==> config.mk <==
export PLATFORM = sky130hd
export DESIGN_NAME = conv_out_packer
export DESIGN_NICKNAME = d
export VERILOG_FILES = /design/src/rtl/conv_out_packer.sv
export SDC_FILE = /design/constraint.sdc
export NUM_CORES = 1
export LEC_CHECK = 0
export BUFFER_PORTS_ARGS = -buffer_cell sky130_fd_sc_hd__clkbuf_2
export CORE_MARGIN = 5
export CORE_UTILIZATION = 45
export CTS_BUF_LIST = sky130_fd_sc_hd__clkbuf_4
export DETAILED_ROUTE_END_ITERATION = 8
export PLACE_DENSITY = 0.72
export SETUP_SLACK_MARGIN = 0.1
export SYNTH_ARGS = -nofsm -noshare
export SYNTH_HDL_FRONTEND = slang
export SYNTH_SLANG_ARGS = --single-unit
==> constraint.sdc <==
create_clock -name CLK -period 16.8 [get_ports CLK]
set_clock_uncertainty 0.1 [all_clocks]
set_input_delay 1.68 -clock CLK [delete_from_list [all_inputs] [get_ports CLK]]
set_output_delay 1.68 -clock CLK [all_outputs]
set_load 0.005 [all_outputs]
==> src/rtl/conv_out_packer.sv <==
`timescale 1ns/1ps
// conv_out_packer
// Requantises the conv core's signed accumulator stream to int8 (round half up,
// arithmetic shift, optional ReLU, saturate) and packs four results per 32-bit
// AXI-Stream beat toward DMA, with TUSER on the first beat, TLAST/TKEEP on the
// final beat and a one-cycle done pulse after the final handshake.
//
// Ports:
//   CLK, RESET                 clock, async active-high reset
//   cfg_start                  pulse: latch config and start a frame (IDLE only)
//   cfg_out_ch                 output channel count
//   cfg_feature_length         output map side length
//   cfg_shift, cfg_relu_en     requant shift amount and ReLU enable
//   acc_valid/acc_data/acc_ready   accumulator input handshake
//   M_AXIS_*                   packed int8x4 master stream
//   busy                       frame in progress (RUN or DRAIN)
//   done                       one-cycle completion pulse
module conv_out_packer #(
  parameter int unsigned ACC_WIDTH              = 32,
  parameter int unsigned CH_WIDTH               = 9,
  parameter int unsigned LEN_WIDTH              = 6,
  parameter int unsigned C_S00_AXIS_TDATA_WIDTH = 32
) (
  input  logic                                  CLK,
  input  logic                                  RESET,
  input  logic                                  cfg_start,
  input  logic [CH_WIDTH-1:0]                   cfg_out_ch,
  input  logic [LEN_WIDTH-1:0]                  cfg_feature_length,
  input  logic [4:0]                            cfg_shift,
  input  logic                                  cfg_relu_en,
  input  logic                                  acc_valid,
  input  logic [ACC_WIDTH-1:0]                  acc_data,
  output logic                                  acc_ready,
  input  logic                                  M_AXIS_TREADY,
  output logic                                  M_AXIS_TVALID,
  output logic [C_S00_AXIS_TDATA_WIDTH-1:0]     M_AXIS_TDATA,
  output logic [C_S00_AXIS_TDATA_WIDTH/8-1:0]   M_AXIS_TKEEP,
  output logic                                  M_AXIS_TLAST,
  output logic                                  M_AXIS_TUSER,
  output logic                                  busy,
  output logic                                  done
);

  localparam int unsigned TOT_W  = CH_WIDTH + 2 * LEN_WIDTH;
  localparam int unsigned EXT_W  = ACC_WIDTH + 1;
  localparam int unsigned DATA_W = C_S00_AXIS_TDATA_WIDTH;
  localparam int unsigned KEEP_W = C_S00_AXIS_TDATA_WIDTH / 8;
  localparam int unsigned PACK_W = DATA_W - 8;

  localparam logic signed [EXT_W-1:0] SAT_MAX = EXT_W'(127);
  localparam logic signed [EXT_W-1:0] SAT_MIN = -(EXT_W'(128));

  typedef enum logic [1:0] {
    S_IDLE  = 2'd0,
    S_RUN   = 2'd1,
    S_DRAIN = 2'd2,
    S_DONE  = 2'd3
  } state_t;

  state_t             state_q;
  logic [TOT_W-1:0]   total_q;
  logic [TOT_W-1:0]   count_q;
  logic [4:0]         shift_q;
  logic               relu_q;
  logic [PACK_W-1:0]  pack_q;
  logic               first_q;

  logic [1:0]         lane_c;
  logic               last_val_c;
  logic               completes_c;
  logic               out_free_c;
  logic               accept_c;
  logic [7:0]         q_byte_c;
  logic [DATA_W-1:0]  word_c;
  logic [KEEP_W-1:0]  keep_c;
  logic [TOT_W-1:0]   total_c;

  // Round half up, arithmetic shift, optional ReLU, saturate to int8.
  function automatic logic [7:0] requant(input logic [ACC_WIDTH-1:0] v,
                                         input logic [4:0]           sh,
                                         input logic                 relu);
    logic signed [EXT_W-1:0] ext;
    logic signed [EXT_W-1:0] rnd;
    logic signed [EXT_W-1:0] sum;
    logic signed [EXT_W-1:0] res;
    logic [7:0]              out;
    ext = $signed({v[ACC_WIDTH-1], v});
    rnd = '0;
    if (sh != 5'd0) begin
      rnd = EXT_W'(1) << (sh - 5'd1);
    end
    sum = ext + rnd;
    res = sum >>> sh;
    if (relu && res[EXT_W-1]) begin
      res = '0;
    end
    if (res > SAT_MAX) begin
      out = 8'h7F;
    end else if (res < SAT_MIN) begin
      out = 8'h80;
    end else begin
      out = res[7:0];
    end
    return out;
  endfunction

  assign total_c = TOT_W'(cfg_out_ch) * TOT_W'(cfg_feature_length) * TOT_W'(cfg_feature_length);

  assign lane_c      = count_q[1:0];
  assign last_val_c  = (count_q == total_q - TOT_W'(1));
  assign completes_c = (lane_c == 2'd3) || last_val_c;
  assign out_free_c  = !M_AXIS_TVALID || M_AXIS_TREADY;

  // A byte that closes a word (lane 3 or the frame's last value) needs the
  // output register free; other lanes only touch the pack register.
  assign acc_ready = (state_q == S_RUN) && (count_q < total_q) &&
                     (!completes_c || out_free_c);
  assign accept_c  = acc_valid && acc_ready;
  assign q_byte_c  = requant(acc_data, shift_q, relu_q);

  // Merge the new byte into the partial word; lanes above it are still zero.
  always_comb begin
    word_c = {8'h00, pack_q};
    word_c[{lane_c, 3'b000} +: 8] = q_byte_c;
    case (lane_c)
      2'd0:    keep_c = 4'b0001;
      2'd1:    keep_c = 4'b0011;
      2'd2:    keep_c = 4'b0111;
      default: keep_c = 4'b1111;
    endcase
  end

  // Frame FSM, counters, pack register and registered stream outputs.
  always_ff @(posedge CLK or posedge RESET) begin
    if (RESET) begin
      state_q       <= S_IDLE;
      total_q       <= '0;
      count_q       <= '0;
      shift_q       <= '0;
      relu_q        <= 1'b0;
      pack_q        <= '0;
      first_q       <= 1'b0;
      M_AXIS_TVALID <= 1'b0;
      M_AXIS_TDATA  <= '0;
      M_AXIS_TKEEP  <= '0;
      M_AXIS_TLAST  <= 1'b0;
      M_AXIS_TUSER  <= 1'b0;
      busy          <= 1'b0;
      done          <= 1'b0;
    end else begin
      done <= 1'b0;

      if (M_AXIS_TVALID && M_AXIS_TREADY) begin
        M_AXIS_TVALID <= 1'b0;
      end

      if (accept_c) begin
        count_q <= count_q + TOT_W'(1);
        if (completes_c) begin
          M_AXIS_TDATA  <= word_c;
          M_AXIS_TKEEP  <= keep_c;
          M_AXIS_TLAST  <= last_val_c;
          M_AXIS_TUSER  <= first_q;
          M_AXIS_TVALID <= 1'b1;
          first_q       <= 1'b0;
          pack_q        <= '0;
        end else begin
          pack_q <= word_c[PACK_W-1:0];
        end
      end

      case (state_q)
        S_IDLE: begin
          if (cfg_start) begin
            total_q <= total_c;
            shift_q <= cfg_shift;
            relu_q  <= cfg_relu_en;
            count_q <= '0;
            pack_q  <= '0;
            first_q <= 1'b1;
            if (total_c == '0) begin
              state_q <= S_DONE;
              done    <= 1'b1;
            end else begin
              state_q <= S_RUN;
              busy    <= 1'b1;
            end
          end
        end
        S_RUN: begin
          if (accept_c && last_val_c) begin
            state_q <= S_DRAIN;
          end
        end
        S_DRAIN: begin
          if (M_AXIS_TVALID && M_AXIS_TREADY && M_AXIS_TLAST) begin
            state_q <= S_DONE;
            busy    <= 1'b0;
            done    <= 1'b1;
          end
        end
        default: begin
          state_q <= S_IDLE;
        end
      endcase
    end
  end

endmodule

==> metrics <==
HP Class flip-flop to flip-flop; # setup viols final 0; R2R Setup Slk 9.15 ns; Critical Path Stages 32; clock buffer depth 2; cell-internal power 1.65 mW; max_slew headroom 0.302; Overflow after GRT 0; Post-CTS Setup Bufs 0; switching share of total power 0.554; Max Freq 106 MHz; FP Rows 68; largest net degree at the start of global routing 86; number of synthesized register bits 116; Routed Antenna Nets 0; synthesized area per cell 7.96 sq um; HPWL after DPL 36,600 microns; Cell variety after synth 101; Vias 15.3k; part of the cycle the worst path needs 0.559; CTS HTree Levels 4; Placed Instances 2,463; P_sw 2.05 mW; clk root buf clkbuf_4; Combinational Power Share 0.836; Post-synth EDFFs 0; yosys synthesis warning count 0; clk sinks 116; max cap viols 0; Vias/cell 6.12; gr usage total 0.235; max-slew violation count 0; core area 34,600 sq um; final WL 46,700 microns; Crit path required time 17.11 ns; worst r2r src shift_q[1]; # nets final 2,283; Ports 100; Worst setup startpoint cfg_feature_length[2]; CP peak stage delay 0.54 ns; Initial DRC Count 1,566; Reg power frac 0.110; 1st-pass router iterations 7; leakage 7.60 nW; wire per inst 18.7 microns; Hold Crit Depth 1; Post-synth ARST share 1.00; PwrDens 219 nW/um^2; RSZ-0062 raised after global routing no; synthesized area 15,900 sq um; routability cong. 1.02; initial antenna violation count 2; vias in the first global route 14.7k; Layout Cells excl Fill 2,495; CP dominant cell by count fa_1; DIE AREA 39,100 sq um; cts bufs inserted 17; Synth Flop Type dfrtp_1; Worst Path Arrival 9.71 ns; hold buffers post-CTS 0; status complete, no violations; Max stage delay cell, worst path fa_1; clock period minus worst slack 9.40 ns; Seq/Total Area, Yosys 0.183; Die H 198 microns; post-CTS sizing 0; CP endpoint kind flip-flop; Hold Crit Start M_AXIS_TKEEP[0]; WP buf/inv 4; commonest non-fill, non-tap cell in the layout nand2_1; peak supply drop 0.255 mV; Max Fanout on Critical Path 24; Syn Nets 2,249; Startpoint Class primary input; die span in x 198 microns; Worst-Margin Slew 1.05 ns; commonest non-fill, non-tap cells in the layout nand2_1, nor2_1, inv_1; fraction of layout cells with a size suffix above 1 0.107; first-pass GRT wire length 76,300 microns; share of total power in the clock network 0.055; R2R cell count 21; CTS tree yes; Mapped Cells 1,993; Clock Latency Late Sink 0.53 ns; CTS clk-pin slew, worst paths 0.11 ns; Residual DRC 0; Crit Path Category primary input to flip-flop; cell family with most CP delay adder cells; Initial Util 0.458; PortBufs 99; synth-to-layout area growth 6.62%; final hold vios 0; Fin Setup TNS 0 ns
==> worst paths after layout <==
| path | to |
|---|---|
| max | busy |
| min in group asynchronous | M_AXIS_TVALID |
| min reg2reg | M_AXIS_TKEEP[0] |
| min | M_AXIS_TKEEP[0] |
| max in group asynchronous | count_q[6] |
| max reg2reg | M_AXIS_TDATA[29] |
==> state kept, by name, summed over array words and instances (netlist names) <==
register	flops
state_q	2
first_q	1
M_AXIS_TUSER	1
relu_q	1
total_q	21
pack_q	24
done	1
M_AXIS_TVALID	1
count_q	21
M_AXIS_TLAST	1
M_AXIS_TDATA	32
M_AXIS_TKEEP	4
busy	1
shift_q	5
==> cell type report <==
| type | count | area, sq um |
|---|---|---|
| inverters | 149 | 562 |
| clock buffers | 19 | 143 |
| multi-input cells | 1632 | 12000 |
| diodes | 1 | 2.50 |
| fillers | 3356 | 17700 |
| clock inverters | 12 | 133 |
| flip-flops and latches | 116 | 2900 |
| well taps | 455 | 569 |
| repair buffers | 111 | 586 |
==> cell families (layout without fill, tap and decap cells) <==
family                     count (synthesis)  count (layout)  synth area share
adders and majority gates                198             198             0.195
DFF                                      116             116             0.183
AOI/OAI and AO/OA                        531             531             0.233
buffers and inverters                    245             291            0.0601
other                                      1               2          0.000236
muxes                                     62              62            0.0426
xor gates and xnor gates                  84              84            0.0469
and+or+nand+nor                          756             756             0.239
==> per-layer routing <==
metal	routed length, microns	global-route usage
met5	13	0
met2	21100	0.380
met4	694	0.0431
met3	3510	0.0361
met1	21300	0.337
==> power by group through the flow <==
stage | logic (mW) | clock network (mW) | registers [mW]
floorplan | 2.40 | 0 | 0.397
global placement | 2.98 | 0 | 0.408
detailed placement | 3.05 | 0 | 0.411
CTS | 3.07 | 0.206 | 0.406
global route | 3.49 | 0.220 | 0.415
finish | 3.09 | 0.202 | 0.406
==> cell usage after synthesis, drive strengths merged, types with 35 or more instances <==
cell type,instances,area (sq um)
dfrtp,116,2900
nand4,35,219
fa,83,1660
nand3,60,300
xnor2,54,480
nand2,227,852
mux2i,45,450
clkbuf,66,248
nor3,39,200
inv,147,552
nor2,159,597
a21oi,108,589
nor2b,40,250
o21ai,143,738
a211oi,36,285
ha,115,1440
and2,66,413
==> per-stage QoR <==
step	utilization	setup WS (ns)	hold slack, ns	instance area (sq um)	total power [mW]
2_1_floorplan	-	7.77	0.342	15900	2.79
3_3_place_gp	0.480	7.10	0.351	16600	3.39
3_5_place_dp	0.480	6.81	0.355	16600	3.46
4_1_cts	0.488	7.39	0.383	16900	3.68
5_1_grt	0.488	6.81	0.408	16900	4.13
6_report	0.488	7.40	0.381	16900	3.70
Note: power is estimated with default switching activity, not from simulation.
